### src/rtl/ram_bus_pkg.sv
//----------------------------------------------------------------------------
// ram_bus_pkg : shared RAM bus sizing, arbiter states, peripheral addresses
// Revision    : 1.0
//----------------------------------------------------------------------------
`default_nettype none

package ram_bus_pkg;

  localparam int ADDR_W = 12;
  localparam int DATA_W = 16;
  localparam int DEPTH  = 4096;

  typedef enum logic [0:0] {
    IDLE  = 1'b0,
    CLEAR = 1'b1
  } arb_state_t;

  // Peripheral window decoded at the top level; never reaches the arbiter.
  localparam int PERIPH_ADDR_0 = 110;
  localparam int PERIPH_ADDR_1 = 111;
  localparam int PERIPH_ADDR_2 = 112;
  localparam int PERIPH_ADDR_3 = 113;

endpackage

`default_nettype wire

### src/rtl/ram_clear_counter.sv
//----------------------------------------------------------------------------
// ram_clear_counter : clear address sequencer with start/done
// Revision          : 1.0
//----------------------------------------------------------------------------
`default_nettype none

module ram_clear_counter #(
  parameter int ADDR_W = 12,
  parameter int DEPTH  = 4096
) (
  input  logic              clk,
  input  logic              res,
  input  logic              start_i,
  input  logic              en_i,
  output logic [ADDR_W-1:0] count_o,
  output logic              done_o
);

  // One extra bit so DEPTH == 2**ADDR_W still has a representable terminal.
  localparam int              CNT_W = ADDR_W + 1;
  localparam logic [CNT_W-1:0] LAST = CNT_W'(DEPTH - 1);

  logic [CNT_W-1:0] cnt_q, cnt_d;

  assign done_o  = en_i && (cnt_q == LAST);
  assign count_o = cnt_q[ADDR_W-1:0];

  always_comb begin
    cnt_d = cnt_q;
    if (start_i) begin
      cnt_d = '0;
    end else if (en_i) begin
      cnt_d = done_o ? '0 : cnt_q + CNT_W'(1);
    end
  end

  always_ff @(posedge clk) begin
    if (!res) begin
      cnt_q <= '0;
    end else begin
      cnt_q <= cnt_d;
    end
  end

endmodule

`default_nettype wire

### src/rtl/ram_port_arbiter.sv
//----------------------------------------------------------------------------
// ram_port_arbiter : RAM port B sharing between CPU, aux writer, clear engine
// Revision         : 1.0
//----------------------------------------------------------------------------
`default_nettype none

module ram_port_arbiter #(
  parameter int ADDR_W     = ram_bus_pkg::ADDR_W,
  parameter int DATA_W     = ram_bus_pkg::DATA_W,
  parameter int DEPTH      = ram_bus_pkg::DEPTH,
  parameter int STARVE_LIM = 3
) (
  input  logic              clk,
  input  logic              res,
  input  logic              cpu_sel,
  input  logic              cpu_we,
  input  logic [ADDR_W-1:0] cpu_addr,
  input  logic [DATA_W-1:0] cpu_wdata,
  output logic [DATA_W-1:0] cpu_rdata,
  output logic              cpu_rvalid,
  output logic              cpu_wait,
  input  logic              clr_req,
  output logic              clr_busy,
  input  logic              aux_req,
  input  logic [ADDR_W-1:0] aux_addr,
  input  logic [DATA_W-1:0] aux_wdata,
  output logic              aux_ack,
  output logic [ADDR_W-1:0] ram_addr,
  output logic [DATA_W-1:0] ram_wdata,
  output logic              ram_we,
  input  logic [DATA_W-1:0] ram_q
);

  import ram_bus_pkg::*;

  localparam int               DENY_W = (STARVE_LIM < 1) ? 1 : $clog2(STARVE_LIM + 1);
  localparam logic [DENY_W-1:0] DENY_MAX = DENY_W'(STARVE_LIM);

  arb_state_t        state_q, state_d;
  logic [DENY_W-1:0] deny_q, deny_d;
  logic              rpend_q, rpend_d;
  logic [ADDR_W-1:0] addr_q, addr_d;

  logic              force_aux, aux_gnt, cpu_gnt;
  logic              clr_start, clr_en, clr_done;
  logic [ADDR_W-1:0] clr_addr;
  logic              we_w, wait_w, ack_w;
  logic [DATA_W-1:0] wdata_w;

  ram_clear_counter #(
    .ADDR_W (ADDR_W),
    .DEPTH  (DEPTH)
  ) u_clear_counter (
    .clk     (clk),
    .res     (res),
    .start_i (clr_start),
    .en_i    (clr_en),
    .count_o (clr_addr),
    .done_o  (clr_done)
  );

  always_comb begin
    state_d   = state_q;
    deny_d    = deny_q;
    rpend_d   = 1'b0;
    addr_d    = addr_q;
    force_aux = 1'b0;
    aux_gnt   = 1'b0;
    cpu_gnt   = 1'b0;
    clr_start = 1'b0;
    clr_en    = 1'b0;
    we_w      = 1'b0;
    wdata_w   = '0;
    wait_w    = 1'b0;
    ack_w     = 1'b0;

    case (state_q)
      IDLE: begin
        force_aux = aux_req && (deny_q == DENY_MAX);
        aux_gnt   = aux_req && (force_aux || !cpu_sel);
        cpu_gnt   = cpu_sel && !force_aux;
        wait_w    = cpu_sel && force_aux;

        if (aux_gnt) begin
          we_w    = 1'b1;
          addr_d  = aux_addr;
          wdata_w = aux_wdata;
          ack_w   = 1'b1;
        end else if (cpu_gnt) begin
          we_w    = cpu_we;
          addr_d  = cpu_addr;
          wdata_w = cpu_we ? cpu_wdata : '0;
          rpend_d = !cpu_we;
        end

        if (!aux_req || aux_gnt) begin
          deny_d = '0;
        end else if (cpu_gnt && (deny_q != DENY_MAX)) begin
          deny_d = deny_q + DENY_W'(1);
        end

        // A granted access this cycle defers the clear; clr_req is a level.
        if (clr_req && !aux_gnt && !cpu_gnt) begin
          state_d   = CLEAR;
          clr_start = 1'b1;
        end
      end

      CLEAR: begin
        clr_en  = 1'b1;
        we_w    = 1'b1;
        addr_d  = clr_addr;
        wait_w  = cpu_sel;
        if (!aux_req) begin
          deny_d = '0;
        end
        if (clr_done) begin
          state_d = IDLE;
        end
      end

      default: begin
        state_d = IDLE;
      end
    endcase
  end

  always_ff @(posedge clk) begin
    if (!res) begin
      state_q <= IDLE;
      deny_q  <= '0;
      rpend_q <= 1'b0;
      addr_q  <= '0;
    end else begin
      state_q <= state_d;
      deny_q  <= deny_d;
      rpend_q <= rpend_d;
      addr_q  <= addr_d;
    end
  end

  // Everything the RAM or requesters see is forced quiet while in reset.
  assign ram_we     = res && we_w;
  assign ram_addr   = res ? addr_d : '0;
  assign ram_wdata  = res ? wdata_w : '0;
  assign cpu_wait   = res && wait_w;
  assign aux_ack    = res && ack_w;
  assign cpu_rvalid = res && rpend_q;
  assign clr_busy   = res && (state_q == CLEAR);
  assign cpu_rdata  = ram_q;

endmodule

`default_nettype wire

### config.mk
export PLATFORM = sky130hd
export DESIGN_NAME = ram_port_arbiter
export DESIGN_NICKNAME = d
export VERILOG_FILES = /design/src/rtl/ram_bus_pkg.sv /design/src/rtl/ram_clear_counter.sv /design/src/rtl/ram_port_arbiter.sv
export SDC_FILE = /design/constraint.sdc
export NUM_CORES = 1
export LEC_CHECK = 0
export CAP_MARGIN = 20
export CORE_MARGIN = 8
export CORE_UTILIZATION = 35
export CTS_BUF_LIST = sky130_fd_sc_hd__clkbuf_4 sky130_fd_sc_hd__clkbuf_8 sky130_fd_sc_hd__clkbuf_16
export CTS_CLUSTER_DIAMETER = 100
export DETAILED_ROUTE_END_ITERATION = 8
export HOLD_SLACK_MARGIN = 0.12
export PLACE_DENSITY = 0.86
export SLEW_MARGIN = 10
export SYNTH_ARGS = -nofsm -noshare
export SYNTH_HDL_FRONTEND = slang
export SYNTH_SLANG_ARGS = --single-unit
### constraint.sdc
create_clock -name clk -period 2.2 [get_ports clk]
set_clock_uncertainty 0.05 [all_clocks]
set_input_delay 0.55 -clock clk [delete_from_list [all_inputs] [get_ports clk]]
set_output_delay 0.55 -clock clk [all_outputs]
set_load 0.02 [all_outputs]
# Word-level counts from Yosys, hierarchy flattened

Cells that the tools add are included.

Register bits: 29
Latch bits: 0
Bits in writable memories: 0
ROM bits: 0
Bits of input ports: 78
Output and inout bits: 49
Logic and storage cells: 64
Memories kept: 0

Add/subtract/negate cells: 2
Multiply operators: 0
Divide/modulo/power cells: 0
Order comparisons: 0
Eq/ne operators: 5
Shift operators: 0
Multiplexer cells: 25
Bitwise operators: 3
Reduce and logical (&&, ||, !) cells: 24

Operator list:

| cell                    | number |
|---|---|
| $mux W16                | 5 |
| $mux W12                | 3 |
| $pmux W12 S2            | 1 |
| $add A13 B1 Y13 const B | 1 |
| $eq A13 B12 Y1 const B  | 1 |
| $logic_and A1 B1 Y1     | 13 |
| $mux W13                | 1 |
| $mux W1                 | 8 |
| $logic_not A1 Y1        | 6 |
| $mux W2                 | 3 |
| $pmux W1 S2             | 3 |
| $ne A2 B2 Y1 const B    | 2 |
| $pmux W2 S2             | 1 |
| $reduce_or A4 Y1        | 1 |
| $ne A3 B3 Y1 const B    | 1 |
| $not A1 Y1              | 3 |
| $add A2 B1 Y2 const B   | 1 |
| $eq A2 B2 Y1 const B    | 1 |
| $logic_or A1 B1 Y1      | 2 |
| $reduce_and A2 Y1       | 1 |
| $reduce_or A2 Y1        | 1 |

# Logic depth before layout (Yosys ltp)

Depth after elaboration: 10
Gate-level depth with buffers: 7
Depth with buffers taken out: 5

# Modules after synthesis

Synthesis repeated with hierarchy kept, for this count alone.

Cells, all modules: 239
Area, all modules: 2,047.0 um^2

By module, submodules not included:

| module            | instances | cells an instance | area an instance (um^2) | sequential area each (um^2) |
|---|---|---|---|---|
| ram_port_arbiter  | 1         | 161               | 1,342.5                 | 320.3 |
| ram_clear_counter | 1         | 78                | 704.4                   | 260.2 |

# Worst setup path after synthesis

No wires, ideal clock.

Path kind: input to output
Start point: input port cpu_sel
End point: output port ram_addr[10]
Data arrival time: 1,742 ps
Data required time: 1,600 ps
Path slack: -142 ps
Stages: 5
Path buffers: 2
Path through: buf_6 > a21bo_4 > buf_2 > mux2i_1 > o21ai_0

Word-level cells in the longest chain between the ends: 6
Elaborated cells on any way between the ends: 8
Classes of those cells: 4 x mux; 4 x reduce/logical

RTL lines:

| item                | line                   | text |
|---|---|---|
| start: declaration  | ram_port_arbiter.sv:15 | `input logic cpu_sel,` |
| $logic_not A1 Y1    | ram_port_arbiter.sv:80 | `aux_gnt = aux_req && (force_aux \|\| !cpu_sel);` |
| $logic_or A1 B1 Y1  | ram_port_arbiter.sv:80 |  |
| $logic_and A1 B1 Y1 | ram_port_arbiter.sv:80 |  |
| $mux W12 (*)        | ram_port_arbiter.sv:84 | `if (aux_gnt) begin` |
| $pmux W12 S2 (*)    | ram_port_arbiter.sv:77 | `case (state_q)` |
| $mux W12 (*)        | -                      |  |
| end: declaration    | ram_port_arbiter.sv:28 | `output logic [ADDR_W-1:0] ram_addr,` |

Mark *: on every way between the ends. The rest lies on a longest branch, timed or not.

# Worst setup path after layout

Start point: input port cpu_sel
End point: output port ram_addr[9]

Same word-level chain as after synthesis.

==> flow_summary.toml <==
[synthesis]
netlist_area_sq_mm = 0.00175
ys_ff_latch = 29
yosysWarnings = 0
avgSynthCellArea_sq_um = 8.87
syn_inst = 197
synth_cell_types = 39
syn_nets = 277
seq_area_frac_synth = 0.332

[critical_path]
rrSetupSlack_ns = 0.40
crit_path_start_kind = "primary input"
crit_fanout = 10
cpLargestDelayFamily = "buffers and inverters"
crit_buf_inv = 4
worstPathCellList = "clkdlybuf4s15_2, a21bo_4, buf_4, buf_12, mux2i_2, o21ai_4, buf_6"
arrival_ns = 1.80
crit_required_ns = 1.60
slowest_delay_ns = 0.23
path_class = "primary input to primary output"
cp-end-kind = "primary output"
crit_slowest_cell = "a21bo_4"

[cells_and_area]
final_nets = 375
drive_gt1_frac = 0.378
final_cells = 363
syn_to_final_growth_pct = 83.3
n_antenna_cell = 0
multi_input_area_sq_mm = 0.00116
regArea_sq_um = 583
fillers = 406

[route]
viasPerCell = 5.04
ant_nets = 0
initialDrtViolationCount = 69
drtPass1Iterations = 4
wl_um = 6530
via_count = 1830
wl_per_cell_um = 18.0
drcViolationCount = 0

[power]
power.leakage_nw = 1.26
peakVddDrop_uv = 347
power.density_mw_per_mm2 = 480

[sta]
finalHoldWorstSlack_ns = 0.422
setup_viol = 29
setup_slack_ns = -0.199
layout_min_cycle_time_ns = 2.40
slew_viol_final = 0
fin_setup_tns_ns = -3.53
slew_headroom = 0.773
fmax_mhz = 417
min_period_over_period = 1.09
grt_setup_unrepaired = "yes"
hold_violations = 0
worstMarginPinSlew_ns = 0.338

[floorplan]
die_w_um = 86.6
die_y_um = 86.6
rows = 25
io_pins = 127
core-area_sq_mm = 0.00475
dieArea_sq_mm = 0.00751
start_util = 0.367

[outcome]
run_status = "complete, but fails checks"
violations = "negative setup slack"

[global_route]
grt_max_degree = 22
grt_pass1_vias = 1917
grt_pass1_wl_um = 9840
grt_overflow = 0
grt_use_total = 0.168
antenna_found_initial = 0

[flow_run]
drv_cap = 0

[clocking]
clk_path_buf_depth = 2
cts-root-buf = "clkbuf_8"
hold_buffers = 0
cts_buffers = 5
htree_levels = 2
cts_tree = "yes"
cts.sinks = 29
worstSkewPairLatency_ns = 0.28
cts.clk_slew.worst_paths_ns = 0.06

[placement]
place_hpwl_um = 4830
place_inst = 352
io_buffers = 94
place_congestion = 0.860

[hold_path]
worstHoldPathType = "flip-flop to flip-flop"
[path summary, 6_finish.rpt]
check,from,endpoint,cells past startpoint
setup reg to reg,state_q$_SDFF_PN0_,u_clear_counter.cnt_q[3]$_SDFFE_PP0P_,6
hold / removal,u_clear_counter.cnt_q[12]$_SDFFE_PP0P_,u_clear_counter.cnt_q[12]$_SDFFE_PP0P_,1
setup / recovery,cpu_sel,ram_addr[9],7
hold reg to reg,u_clear_counter.cnt_q[12]$_SDFFE_PP0P_,u_clear_counter.cnt_q[12]$_SDFFE_PP0P_,1
[power by group]
part           leakage (nW)  total [mW]  switching [mW]  internal (mW)
clock network        0.0542       0.498           0.216          0.282
logic                 0.970       0.478           0.202          0.276
registers             0.238       0.559          0.0107          0.549
[through the flow]
step                      power (mW)  instance area [sq um]  setup WS, ns  utilization
final                           1.54                   3200        -0.199        0.673
after global routing            1.60                   3200        -0.245        0.673
after CTS                       1.54                   3160        -0.189        0.665
after detailed placement       0.984                   2840        -0.938        0.598
after global placement         0.978                   2840        -0.913        0.598
after floorplan                0.788                   1810       -0.0370            -
[routing by layer]
| metal | GRT usage | up-vias | part of all wire |
|---|---|---|---|
| met5 | 0 | - | 0 |
| met4 | 0.0548 | 0 | 0.018 |
| met3 | 0.0643 | 13 | 0.072 |
| met2 | 0.308 | 57 | 0.53 |
| met1 | 0.171 | 865 | 0.38 |
| li1 | - | 895 | - |
[timing repair]
action	4_1_cts	5_1_grt
pin swaps	21	11
gates cloned	1	0
setup endpoints to repair	33	31
setup buffers	1	1
resized for setup	229	9
[synthesized netlist by cell type (all sizes together)]
library cell   n  share of area
mux2i         12          0.069
xor2           3          0.015
nand2b         5          0.018
a21boi         3          0.015
a21oi          5          0.014
a31oi          3          0.011
a22oi          8          0.037
and3           2          0.010
nor2          15          0.032
nor3           4          0.011
nand4          4          0.014
nor2b          1         0.0036
nand3b         1         0.0043
a32o           4          0.023
a21bo          1         0.0093
o21ai         14          0.040
or2            1         0.0036
xnor2          7          0.035
and2           3          0.011
nor4           2         0.0072
and4           1         0.0050
or3b           1         0.0050
inv            2         0.0043
a211o          1         0.0050
buf           27           0.12
nor3b          1         0.0043
ha             2          0.014
clkbuf         2         0.0043
dfxtp         29           0.33
nand3          5          0.014
a22o          15          0.075
or4            1         0.0064
nand2         12          0.026
[cells by family (layout without fill, tap and decap cells)]
logic type               count (synthesis)  in the layout  synth area share
multiplexers                            12             12            0.0688
flip-flops                              29             29             0.332
adder cells (fa/ha/maj)                  2              2            0.0143
AND/OR/NAND/NOR                         59             59             0.176
buffers and inverters                   31            130             0.128
XOR/XNOR                                10             10            0.0501
AO/OA/AOI/OAI                           54             54             0.230
[layout make-up]
cell class / instances / area share
inverters: 2 / 0.00234
clock inverters: 1 / 0.00156
repair buffers: 120 / 0.394
well taps: 67 / 0.0262
flip-flops and latches: 29 / 0.182
multi-input cells: 137 / 0.363
clock buffers: 7 / 0.0301
[flip-flops by register name, summed over array words and instances, names as in the netlist]
signal,flops
addr_q,12
deny_q,2
rpend_q,1
state_q,1
u_clear_counter.cnt_q,13
[layout by cell type (no fill, tap or decap), types with 5 or more instances in the layout]
cell type and count:
buf_12 6, a22oi_2 8, o21ai_0 5, nand2b_1 5, mux2i_2 7, buf_6 30, mux2i_1 5, dfxtp_1 27
buf_4 19, nor2_1 15, xnor2_1 7, nand3_1 5, a22o_1 12, o21ai_4 8, clkbuf_8 7, nand2_1 10
clkdlybuf4s50_1 57
No activity file was read; power rests on OpenSTA's default activity.
